`src/rtl/vend_pkg.sv`:
```
// Shared definitions for the vending sequencer: coin codes, FSM states,
// default sizing and the product price table (in 5rs units).
package vend_pkg;

    localparam int DEF_NUM_PROD   = 4;
    localparam int DEF_CREDIT_W   = 5;
    localparam int DEF_MAX_CREDIT = 12;
    localparam int DEF_TIMEOUT    = 16;

    localparam logic [1:0] COIN_NONE = 2'b00;
    localparam logic [1:0] COIN_5    = 2'b01;
    localparam logic [1:0] COIN_10   = 2'b10;
    localparam logic [1:0] COIN_BAD  = 2'b11;

    typedef enum logic [1:0] {
        ST_IDLE,
        ST_CREDIT,
        ST_DISPENSE,
        ST_CHANGE
    } vend_state_t;

    // Price of each product in 5rs units: 15, 20, 25 and 10 rupees.
    function automatic int unsigned price_of(input int unsigned id);
        case (id)
            0:       return 3;
            1:       return 4;
            2:       return 5;
            3:       return 2;
            default: return 0;
        endcase
    endfunction

endpackage

```
`src/rtl/vend_credit.sv`:
```
// Credit register: coin accumulation with saturation check, purchase
// subtract, timeout restore and one-unit change decrement.
module vend_credit
    import vend_pkg::*;
#(
    parameter int CREDIT_W   = DEF_CREDIT_W,
    parameter int MAX_CREDIT = DEF_MAX_CREDIT
) (
    input  logic                clk,
    input  logic                rst,
    input  logic [1:0]          coin,
    input  logic                coin_en,
    input  logic                sub_en,
    input  logic                restore_en,
    input  logic [CREDIT_W-1:0] amt,
    input  logic                dec_en,
    output logic [CREDIT_W-1:0] credit,
    output logic                coin_ok,
    output logic                coin_rej
);

    logic [CREDIT_W:0]   coin_add;
    logic [CREDIT_W:0]   sum;
    logic [CREDIT_W-1:0] credit_next;
    logic                coin_legal;

    // Decode the coin value; the extra bit on sum exposes overflow past MAX_CREDIT.
    always_comb begin
        // NOTE: every combinational output gets a default first so no latch is inferred.
        coin_add = '0;
        case (coin)
            COIN_5:  coin_add = (CREDIT_W+1)'(1);
            COIN_10: coin_add = (CREDIT_W+1)'(2);
            default: coin_add = '0;
        endcase
    end

    assign coin_legal = (coin == COIN_5) || (coin == COIN_10);
    assign sum        = {1'b0, credit} + coin_add;
    assign coin_ok    = coin_en && coin_legal && (sum <= (CREDIT_W+1)'(MAX_CREDIT));

    // Select the next credit value; the controller never asserts two updates at once.
    always_comb begin
        credit_next = credit;
        if (restore_en)
            credit_next = credit + amt;
        else if (sub_en)
            credit_next = credit - amt;
        else if (dec_en)
            credit_next = credit - CREDIT_W'(1);
        else if (coin_ok)
            credit_next = sum[CREDIT_W-1:0];
    end

    // Credit register and registered reject pulse for any coin not taken.
    always_ff @(posedge clk or negedge rst) begin
        if (!rst) begin
            credit   <= '0;
            coin_rej <= 1'b0;
        end else begin
            // NOTE: sequential state uses non-blocking assignments so all registers update together.
            credit   <= credit_next;
            coin_rej <= (coin != COIN_NONE) && !coin_ok;
        end
    end

endmodule

```
`src/rtl/vend_seq_ctrl.sv`:
```
// Vending sequencer: credit accumulation, product selection with pricing,
// dispense handshake with timeout fault, and coin-by-coin change payout.
module vend_seq_ctrl
    import vend_pkg::*;
#(
    parameter int NUM_PROD   = DEF_NUM_PROD,
    parameter int CREDIT_W   = DEF_CREDIT_W,
    parameter int MAX_CREDIT = DEF_MAX_CREDIT,
    parameter int TIMEOUT    = DEF_TIMEOUT
) (
    input  logic                        clk,
    input  logic                        rst,
    input  logic [1:0]                  coin,
    output logic                        coin_rej,
    input  logic                        sel_valid,
    input  logic [$clog2(NUM_PROD)-1:0] sel_id,
    input  logic                        cancel,
    output logic                        nsf,
    output logic                        disp_req,
    output logic [$clog2(NUM_PROD)-1:0] disp_id,
    input  logic                        disp_ack,
    output logic                        chg_req,
    input  logic                        chg_ack,
    output logic [CREDIT_W-1:0]         credit,
    output logic                        busy,
    output logic                        err_fault
);

    localparam int PROD_W = $clog2(NUM_PROD);
    localparam int CNT_W  = $clog2(TIMEOUT + 1);

    vend_state_t         state, state_next;
    logic [CNT_W-1:0]    wait_cnt;
    logic [PROD_W-1:0]   disp_id_q;
    logic                nsf_q;
    logic                err_q;

    logic [CREDIT_W-1:0] sel_price;
    logic [CREDIT_W-1:0] disp_price;
    logic                coin_en;
    logic                coin_ok;
    logic                sel_ok;
    logic                nsf_set;
    logic                timeout;
    logic                dec_en;

    assign sel_price  = CREDIT_W'(price_of(32'(sel_id)));
    assign disp_price = CREDIT_W'(price_of(32'(disp_id_q)));

    // In CREDIT, cancel beats selection and both beat a coin arriving that cycle.
    assign coin_en = (state == ST_IDLE) ||
                     ((state == ST_CREDIT) && !cancel && !sel_valid);
    assign sel_ok  = (state == ST_CREDIT) && !cancel && sel_valid &&
                     (credit >= sel_price);
    assign nsf_set = sel_valid && ((state == ST_IDLE) ||
                     ((state == ST_CREDIT) && !cancel && (credit < sel_price)));
    assign timeout = (state == ST_DISPENSE) && !disp_ack &&
                     (wait_cnt == CNT_W'(TIMEOUT - 1));
    assign dec_en  = chg_req && chg_ack;

    vend_credit #(
        .CREDIT_W   (CREDIT_W),
        .MAX_CREDIT (MAX_CREDIT)
    ) u_credit (
        .clk        (clk),
        .rst        (rst),
        .coin       (coin),
        .coin_en    (coin_en),
        .sub_en     (sel_ok),
        .restore_en (timeout),
        .amt        (timeout ? disp_price : sel_price),
        .dec_en     (dec_en),
        .credit     (credit),
        .coin_ok    (coin_ok),
        .coin_rej   (coin_rej)
    );

    // State register plus the small datapath registers owned by the FSM.
    always_ff @(posedge clk or negedge rst) begin
        if (!rst) begin
            state     <= ST_IDLE;
            wait_cnt  <= '0;
            disp_id_q <= '0;
            nsf_q     <= 1'b0;
            err_q     <= 1'b0;
        end else begin
            state <= state_next;
            nsf_q <= nsf_set;
            if (sel_ok)
                disp_id_q <= sel_id;
            if (timeout)
                err_q <= 1'b1;
            if (state != ST_DISPENSE)
                wait_cnt <= '0;
            else if (!disp_ack)
                wait_cnt <= wait_cnt + CNT_W'(1);
        end
    end

    // Next-state logic.
    always_comb begin
        state_next = state;
        case (state)
            ST_IDLE: begin
                if (coin_ok)
                    state_next = ST_CREDIT;
            end
            ST_CREDIT: begin
                if (cancel)
                    state_next = ST_CHANGE;
                else if (sel_ok)
                    state_next = ST_DISPENSE;
            end
            ST_DISPENSE: begin
                if (disp_ack)
                    state_next = (credit != '0) ? ST_CHANGE : ST_IDLE;
                else if (timeout)
                    state_next = ST_CHANGE;
            end
            ST_CHANGE: begin
                if ((credit == '0) || (dec_en && (credit == CREDIT_W'(1))))
                    state_next = ST_IDLE;
            end
            default: state_next = ST_IDLE;
        endcase
    end

    // Moore outputs decoded from registered state.
    always_comb begin
        disp_req  = (state == ST_DISPENSE);
        chg_req   = (state == ST_CHANGE) && (credit != '0);
        busy      = (state == ST_DISPENSE) || (state == ST_CHANGE);
        disp_id   = disp_id_q;
        nsf       = nsf_q;
        err_fault = err_q;
    end

endmodule
```
`config.mk`:
```
export PLATFORM = sky130hd
export DESIGN_NAME = vend_seq_ctrl
export DESIGN_NICKNAME = d
export VERILOG_FILES = /design/src/rtl/vend_pkg.sv /design/src/rtl/vend_credit.sv /design/src/rtl/vend_seq_ctrl.sv
export SDC_FILE = /design/constraint.sdc
export NUM_CORES = 1
export LEC_CHECK = 0
export CAP_MARGIN = 40
export CORE_ASPECT_RATIO = 1.25
export CORE_UTILIZATION = 54
export DETAILED_ROUTE_END_ITERATION = 16
export PLACE_DENSITY_LB_ADDON = 0.25
export SLEW_MARGIN = 20
export SYNTH_ARGS = -nofsm -noshare
export SYNTH_HDL_FRONTEND = slang
export SYNTH_SLANG_ARGS = --single-unit
```
`constraint.sdc`:
```
create_clock -name clk -period 3.03 [get_ports clk]
set_input_delay 0.303 -clock clk [delete_from_list [all_inputs] [get_ports clk]]
set_output_delay 0.303 -clock clk [all_outputs]
set_load 0.01 [all_outputs]
```
==> results.tsv, run 1 <==
stage	metric	value	unit
setup_path	sequence of cells on the critical path	ha_1 -> and3_1 -> ha_1 -> and3_2 -> mux2i_2 -> ha_1 -> nor2b_1 -> o41ai_1 -> nor3_2 -> xnor2_1	
clock_network	# H-tree levels	1	
setup_path	FF-to-FF setup slack	0.17	ns
timing	final worst slack	0.172	ns
timing	fin crit period	2.86	ns
floorplan	Die Width	50.6	um
power	Internal Power	876	uW
clock_network	cts hold-fix bufs	0	
synth	Post-synth top cells	23 x ha_1, 20 x inv_1, 17 x dfrtp_1, 16 x nor2_1, 9 x a21oi_1	
route	average wire per standard cell	15.6	um
clock_network	clock root buffer	clkbuf_4	
timing	Setup Viol. Count Final	0	
setup_path	CP most frequent cell	ha_1	
timing	Max-slew headroom	68.2	%
outcome	outcome	finished, final reports clean	
timing	fin. max-slew vios	0	
power	sequential share of power	27.1	%
clock_network	Setup Buffers After CTS	0	
floorplan	Initial Util	58.3	%
clock_network	CTS resizes	0	
power	PD cells	824	nW/um^2
setup_path	startpoint types	flop	
floorplan	full die area	3170	um^2
floorplan	Ports	23	
global_route	gr ovfl total	0	
clock_network	clk buf depth	2	
global_route	total global-route track usage	26.1	%
timing	Tightest Pin Transition	0.471	ns
global_route	first-pass GRT wire length	6350	um
global_route	pin count of the biggest net entering global routing	18	
synth	top cells by area, synth	dfrtp_1 27%, ha_1 18%, inv_1 4.7%	
place	post-placement cell area	1920	um^2
hold_path	hold crit path type	input port to asynchronous set/reset pin	
clock_network	CTS tree	built	
timing	Setup TNS	0	ns
synth	Syn Area/Cell	9.06	um^2
timing	final hold slack	0.300	ns
clock_network	Clock transition at path regs	0.11	ns
route	number of DRC markers in iteration 0	50	
power	Lkg Pwr	0.925	nW
power	Switching Share	46.0	%
setup_path	crit-path max cell delay	0.43	ns
setup_path	reg2reg path depth	10	
synth	sequential fraction of the synthesis area	26.7	%
timing	final hold violations	0	
synth	Synth Warn #	0	
final_layout	layout cells sized above 1	15.2	%
power	Comb pwr share	64.9	%
synth	Synth top area share	26.7	%
route	final WL	3800	um
route	DR DRC count	0	
route	vias per inst	5.81	
global_route	met3 Use GR	3.41	%
clock_network	Sink Count	17	
place	port bufs	22	
timing	Period Utilization, post-route	94.3	%
global_route	initial antenna violation count	0	
power	Worst VDD drop	0.477	mV
synth	Most used DFF post-synth	dfrtp_1	
synth	post-synth design cell area	1590	um^2
timing	final worst clock skew	0.00370	ns
final_layout	Non-Filler Instances	244	
synth	post-synth cell types	47	
setup_path	Max Fanout on Critical Path	6	
setup_path	FF-to-FF End	u_credit.credit[4]	
final_layout	ANT cells	0	
place	worst slack at placement	0.0213	ns
setup_path	CP max-delay cell	dfrtp_1	
power	Clk pwr share	8.0	%
global_route	GR Layer Usage met2	45.7	%
setup_path	start of the worst register-to-register path	wait_cnt[0]	
power	Sw Pwr	745	uW
final_layout	Finished Cell Area	1970	um^2
power	total power	1.62	mW
setup_path	WS Path Type	flop to flop	
synth	Async S/R FF share, synth	100	%
route	Vias	1418	
flow_run	maxcap violations	0	
clock_network	worst skew pair latency	0.30	ns
floorplan	Rows	21	
floorplan	core box area	2730	um^2
place	placed cell count	239	
final_layout	Synth-to-Final Area Change	23.5	%
floorplan	die height	62.7	um
setup_path	Required @ worst endpoint	3.21	ns
setup_path	crit end category	flop	
synth	Post-Syn Nets	212	
final_layout	Util after Layout	72.0	%
synth	most frequent cell after synthesis	ha_1	
synth	EDFF count, synth	0	
route	ANT nets after route	0	
global_route	vias in the first global route	1398	
setup_path	crit path DAT	3.04	ns
place	Final Wtd Congestion	0.884	
final_layout	nets	247	
place	Post-DP HPWL	2900	um
clock_network	CTS buffer count	3	
synth	FF+latch count, synth	17	
global_route	Most Crowded Layer GR	met2	
route	drt first pass iters	4	
global_route	GR Layer Usage met1	30.8	%
timing	Fmax	350	MHz
synth	Yosys top cell by area	dfrtp_1	
synth	Post-Synthesis Cells	176	
registers in the layout (all words and copies together), names as in the netlist:
register,cells
disp_id,2
err_fault,1
nsf,1
state,2
u_credit.coin_rej,1
u_credit.credit,5
wait_cnt,5
layout by cell type, fill, tap and decap left out, types with 2 or more instances in the layout:
cell type	n
ha_1	23
clkdlybuf4s50_1	22
inv_1	20
dfrtp_1	17
nor2_1	16
buf_4	12
a21oi_1	9
nand2_1	8
o21ai_0	7
nand3_1	6
xnor2_1	6
nor3_1	4
nor2b_1	4
and3_2	3
o211ai_1	3
nand2b_1	3
xor2_1	3
clkbuf_4	3
o21a_1	2
o41ai_1	2
a211oi_1	2
o22ai_1	2
o21bai_1	2
a31oi_1	2
fa_1	2
power by group through the flow:
stage | Combinational, mW | Clock [mW] | Sequential, mW
global route | 1.16 | 0.144 | 0.453
CTS | 1.04 | 0.132 | 0.437
floorplan | 0.681 | 0 | 0.423
finish | 1.05 | 0.129 | 0.439
detailed placement | 1.03 | 0 | 0.443
global placement | 0.994 | 0 | 0.439
layer usage:
metal / part of all wire [%] / vias up
met5: 0 / -
met4: 1.8 / 0
met2: 52 / 40
met3: 3.3 / 7
li1: - / 684
met1: 42 / 687
worst max-delay path, delay by kind of cell, from the launching register on:
kind	cells	cell delay, ns
XOR/XNOR	1	0.15
flip-flops	1	0.43
AND/OR/NAND/NOR	4	0.72
adder cells (fa/ha/maj)	3	0.77
multiplexers	1	0.27
AO/OA/AOI/OAI	1	0.40
logic make-up (layout without fill, tap and decap cells):
family	count (synthesis)	count (layout)	share of synthesized area (%)
and+or+nand+nor	54	54	18.5
DFF	17	17	26.7
buffers and inverters	25	59	6.59
adders and majority gates	26	26	21.8
muxes	3	3	2.20
AOI/OAI and AO/OA	42	42	19.2
xor gates and xnor gates	9	9	4.95
worst max path at each step:
stage | to | cells after the start | start
final | u_credit.credit[4] | 10 | wait_cnt[0]
after global routing | u_credit.credit[2] | 11 | wait_cnt[0]
after CTS | u_credit.credit[4] | 12 | wait_cnt[0]
after detailed placement | u_credit.credit[1] | 10 | coin[1]
after global placement | u_credit.credit[1] | 10 | coin[1]
after floorplan | u_credit.credit[2] | 12 | wait_cnt[0]
final cells by class:
type | instances | area (um^2)
Clock buffer | 3 | 22.5
Sequential cell | 17 | 425
Fill cell | 204 | 764
Tap cell | 34 | 42.5
Inverter | 20 | 75.1
Timing Repair Buffer | 35 | 322
Multi-Input combinational cell | 134 | 1080
Clock inverter | 1 | 5.00
No activity file was read; power rests on OpenSTA's default activity.
==> run 2, diff against run 1 <==
- CORE_UTILIZATION: 54 -> 55
- clock period: 3.03 -> 3.6 ns (I/O delays scaled with it)
==> run 2 against run 1 <==
Wire length shrank 5.3%. Core utilization shrank 2.4 points. Flip-flop and latch count is the same. Maximum frequency shrank 4.7%. Clock power shrank 21%. Via count shrank 3.5%. Die area shrank 1.8%. Non-clock buffer count shrank 10. Largest cell class unchanged.
==> results.tsv, run 2 (synthesis gave the netlist of run 1 again) <==
stage	metric	value	unit	change
route	ANT nets after route	0		unchanged
flow_run	maxcap violations	0		unchanged
power	Lkg Pwr	0.873	nW	-5.7%
setup_path	startpoint types	flop		
timing	RSZ-0062 raised after global routing	no		
clock_network	# H-tree levels	1		unchanged
floorplan	full die area	3120	um^2	-1.8%
setup_path	crit path DAT	3.17	ns	+0.13 ns
final_layout	nets	237		-4.0%
timing	final hold violations	0		unchanged
timing	fin crit period	3.00	ns	+0.141 ns
clock_network	Clock transition at path regs	0.10	ns	about the same
final_layout	ANT cells	0		unchanged
route	number of DRC markers in iteration 0	33		-34%
power	Clk pwr share	7.8	%	-0.2 points
power	PD cells	697	nW/um^2	-15%
final_layout	Layout fillers	214		+4.9%
route	final WL	3600	um	-5.3%
final_layout	register area	425	um^2	unchanged
floorplan	Initial Util	58.9	%	+0.57 points
clock_network	clock root buffer	clkbuf_4		
final_layout	most common cell after layout, fill and taps aside	ha_1		
setup_path	start of the worst register-to-register path	wait_cnt[0]		
setup_path	reg2reg path depth	12		+2
floorplan	core box area	2710	um^2	-0.96%
place	port bufs	22		unchanged
final_layout	Synth-to-Final Area Change	18.1	%	
setup_path	Max Fanout on Critical Path	5		-1
clock_network	CTS buffer count	3		unchanged
power	Comb pwr share	63.9	%	-1.0 points
route	DR DRC count	0		unchanged
global_route	first-pass GRT wire length	6070	um	-4.5%
setup_path	CP Launch Point	wait_cnt[0]		
floorplan	die height	62.2	um	-0.88%
setup_path	crit end category	flop		
place	Final Wtd Congestion	0.878		-0.69%
floorplan	Ports	23		unchanged
clock_network	worst skew pair latency	0.29	ns	about the same
timing	Tightest Pin Transition	0.543	ns	+0.0727 ns
global_route	pin count of the biggest net entering global routing	18		unchanged
global_route	total global-route track usage	25.0	%	-1.1 points
setup_path	FF-to-FF End	u_credit.credit[4]		
clock_network	cts hold-fix bufs	0		unchanged
clock_network	CTS tree	built		
power	total power	1.31	mW	-19%
final_layout	layout cells sized above 1	8.50	%	-6.7 points
power	Internal Power	712	uW	-19%
final_layout	most frequent cells in the layout	23 x ha_1, 22 x clkdlybuf4s50_1, 20 x inv_1		
timing	Max-slew headroom	63.6	%	-4.6 points
floorplan	Die Width	50.2	um	-0.88%
route	vias per inst	5.85		+0.60%
setup_path	WS Path Type	flop to flop		
global_route	initial antenna violation count	0		unchanged
hold_path	hold crit path type	input port to asynchronous set/reset pin		
floorplan	Rows	21		unchanged
power	Switching Share	45.8	%	-0.19 points
timing	fin. max-slew vios	0		unchanged
timing	Setup TNS	0	ns	unchanged
timing	final worst clock skew	0.00243	ns	-0.00128 ns
outcome	outcome	finished, final reports clean		
route	average wire per standard cell	15.4	um	-1.2%
power	Sw Pwr	601	uW	-19%
global_route	vias in the first global route	1338		-4.3%
route	drt first pass iters	4		unchanged
timing	Fmax	334	MHz	-4.7%
clock_network	CTS resizes	0		unchanged
global_route	gr ovfl total	0		unchanged
setup_path	Required @ worst endpoint	3.77	ns	+0.56 ns
timing	Period Utilization, post-route	83.3	%	-11 points
timing	final hold slack	0.346	ns	+0.0455 ns
clock_network	Sink Count	17		unchanged
final_layout	biggest regs	u_credit.credit: 5 flops, wait_cnt: 5 flops		
route	Vias	1368		-3.5%
place	Post-DP HPWL	2810	um	-3.0%
clock_network	clk buf depth	2		unchanged
timing	Setup Viol. Count Final	0		unchanged
clock_network	Setup Buffers After CTS	0		unchanged
power	Worst VDD drop	0.495	mV	+3.7%
final_layout	Multi-input gate area	1060	um^2	-1.2%
setup_path	FF-to-FF setup slack	0.60	ns	+0.43 ns
power	sequential share of power	28.3	%	+1.2 points
-- run 2: power by group through the flow --
stage	Combinational, mW	Sequential, mW	Clock (mW)
after CTS	0.837	0.369	0.107
after detailed placement	0.832	0.373	0
after global routing	0.934	0.382	0.120
after floorplan	0.573	0.356	0
final	0.840	0.371	0.102
after global placement	0.813	0.365	0
-- run 2: metrics by stage --
step           cell area, um^2  utilization, %  std cells  setup slack, ns
3_3_place_gp              1840            68.1        229            0.487
2_1_floorplan             1590               -        176            0.870
5_1_grt                   1880            69.6        234            0.355
6_report                  1880            69.6        234            0.602
4_1_cts                   1870            69.0        233            0.549
3_5_place_dp              1840            68.1        229            0.436
-- run 2: worst max-delay path by stage --
stage,depth (start not counted),endpoint
floorplan,12,u_credit.credit[2]
global placement,11,u_credit.credit[4]
detailed placement,10,u_credit.credit[1]
CTS,12,u_credit.credit[4]
global route,12,u_credit.credit[4]
finish,12,u_credit.credit[4]
-- run 2: layer usage --
layer | vias up | global-route usage (%) | routed length, um
li1 | 663 | - | -
met1 | 665 | 32.1 | 1620
met2 | 32 | 42.2 | 1800
met3 | 8 | 2.45 | 111
met4 | 0 | 9.29 | 72
met5 | - | 0 | 0
-- run 2: critical path, cell delays in order, from the launching register on --
cell and delay (ns):
dfrtp_1 0.41, ha_1 0.18, and3_1 0.17, ha_1 0.18
and3_1 0.30, mux2i_1 0.43, inv_1 0.17, fa_1 0.46
nor2_1 0.10, o211ai_1 0.08, o41ai_1 0.13, nor3_1 0.14
xnor2_1 0.14
-- run 2: area by class of cell --
type	count	area share, %
Inverter	20	3.99
Tap cell	34	2.26
Clock buffer	4	1.40
Timing Repair Buffer	25	13.3
Multi-Input combinational cell	134	56.5
Sequential cell	17	22.6
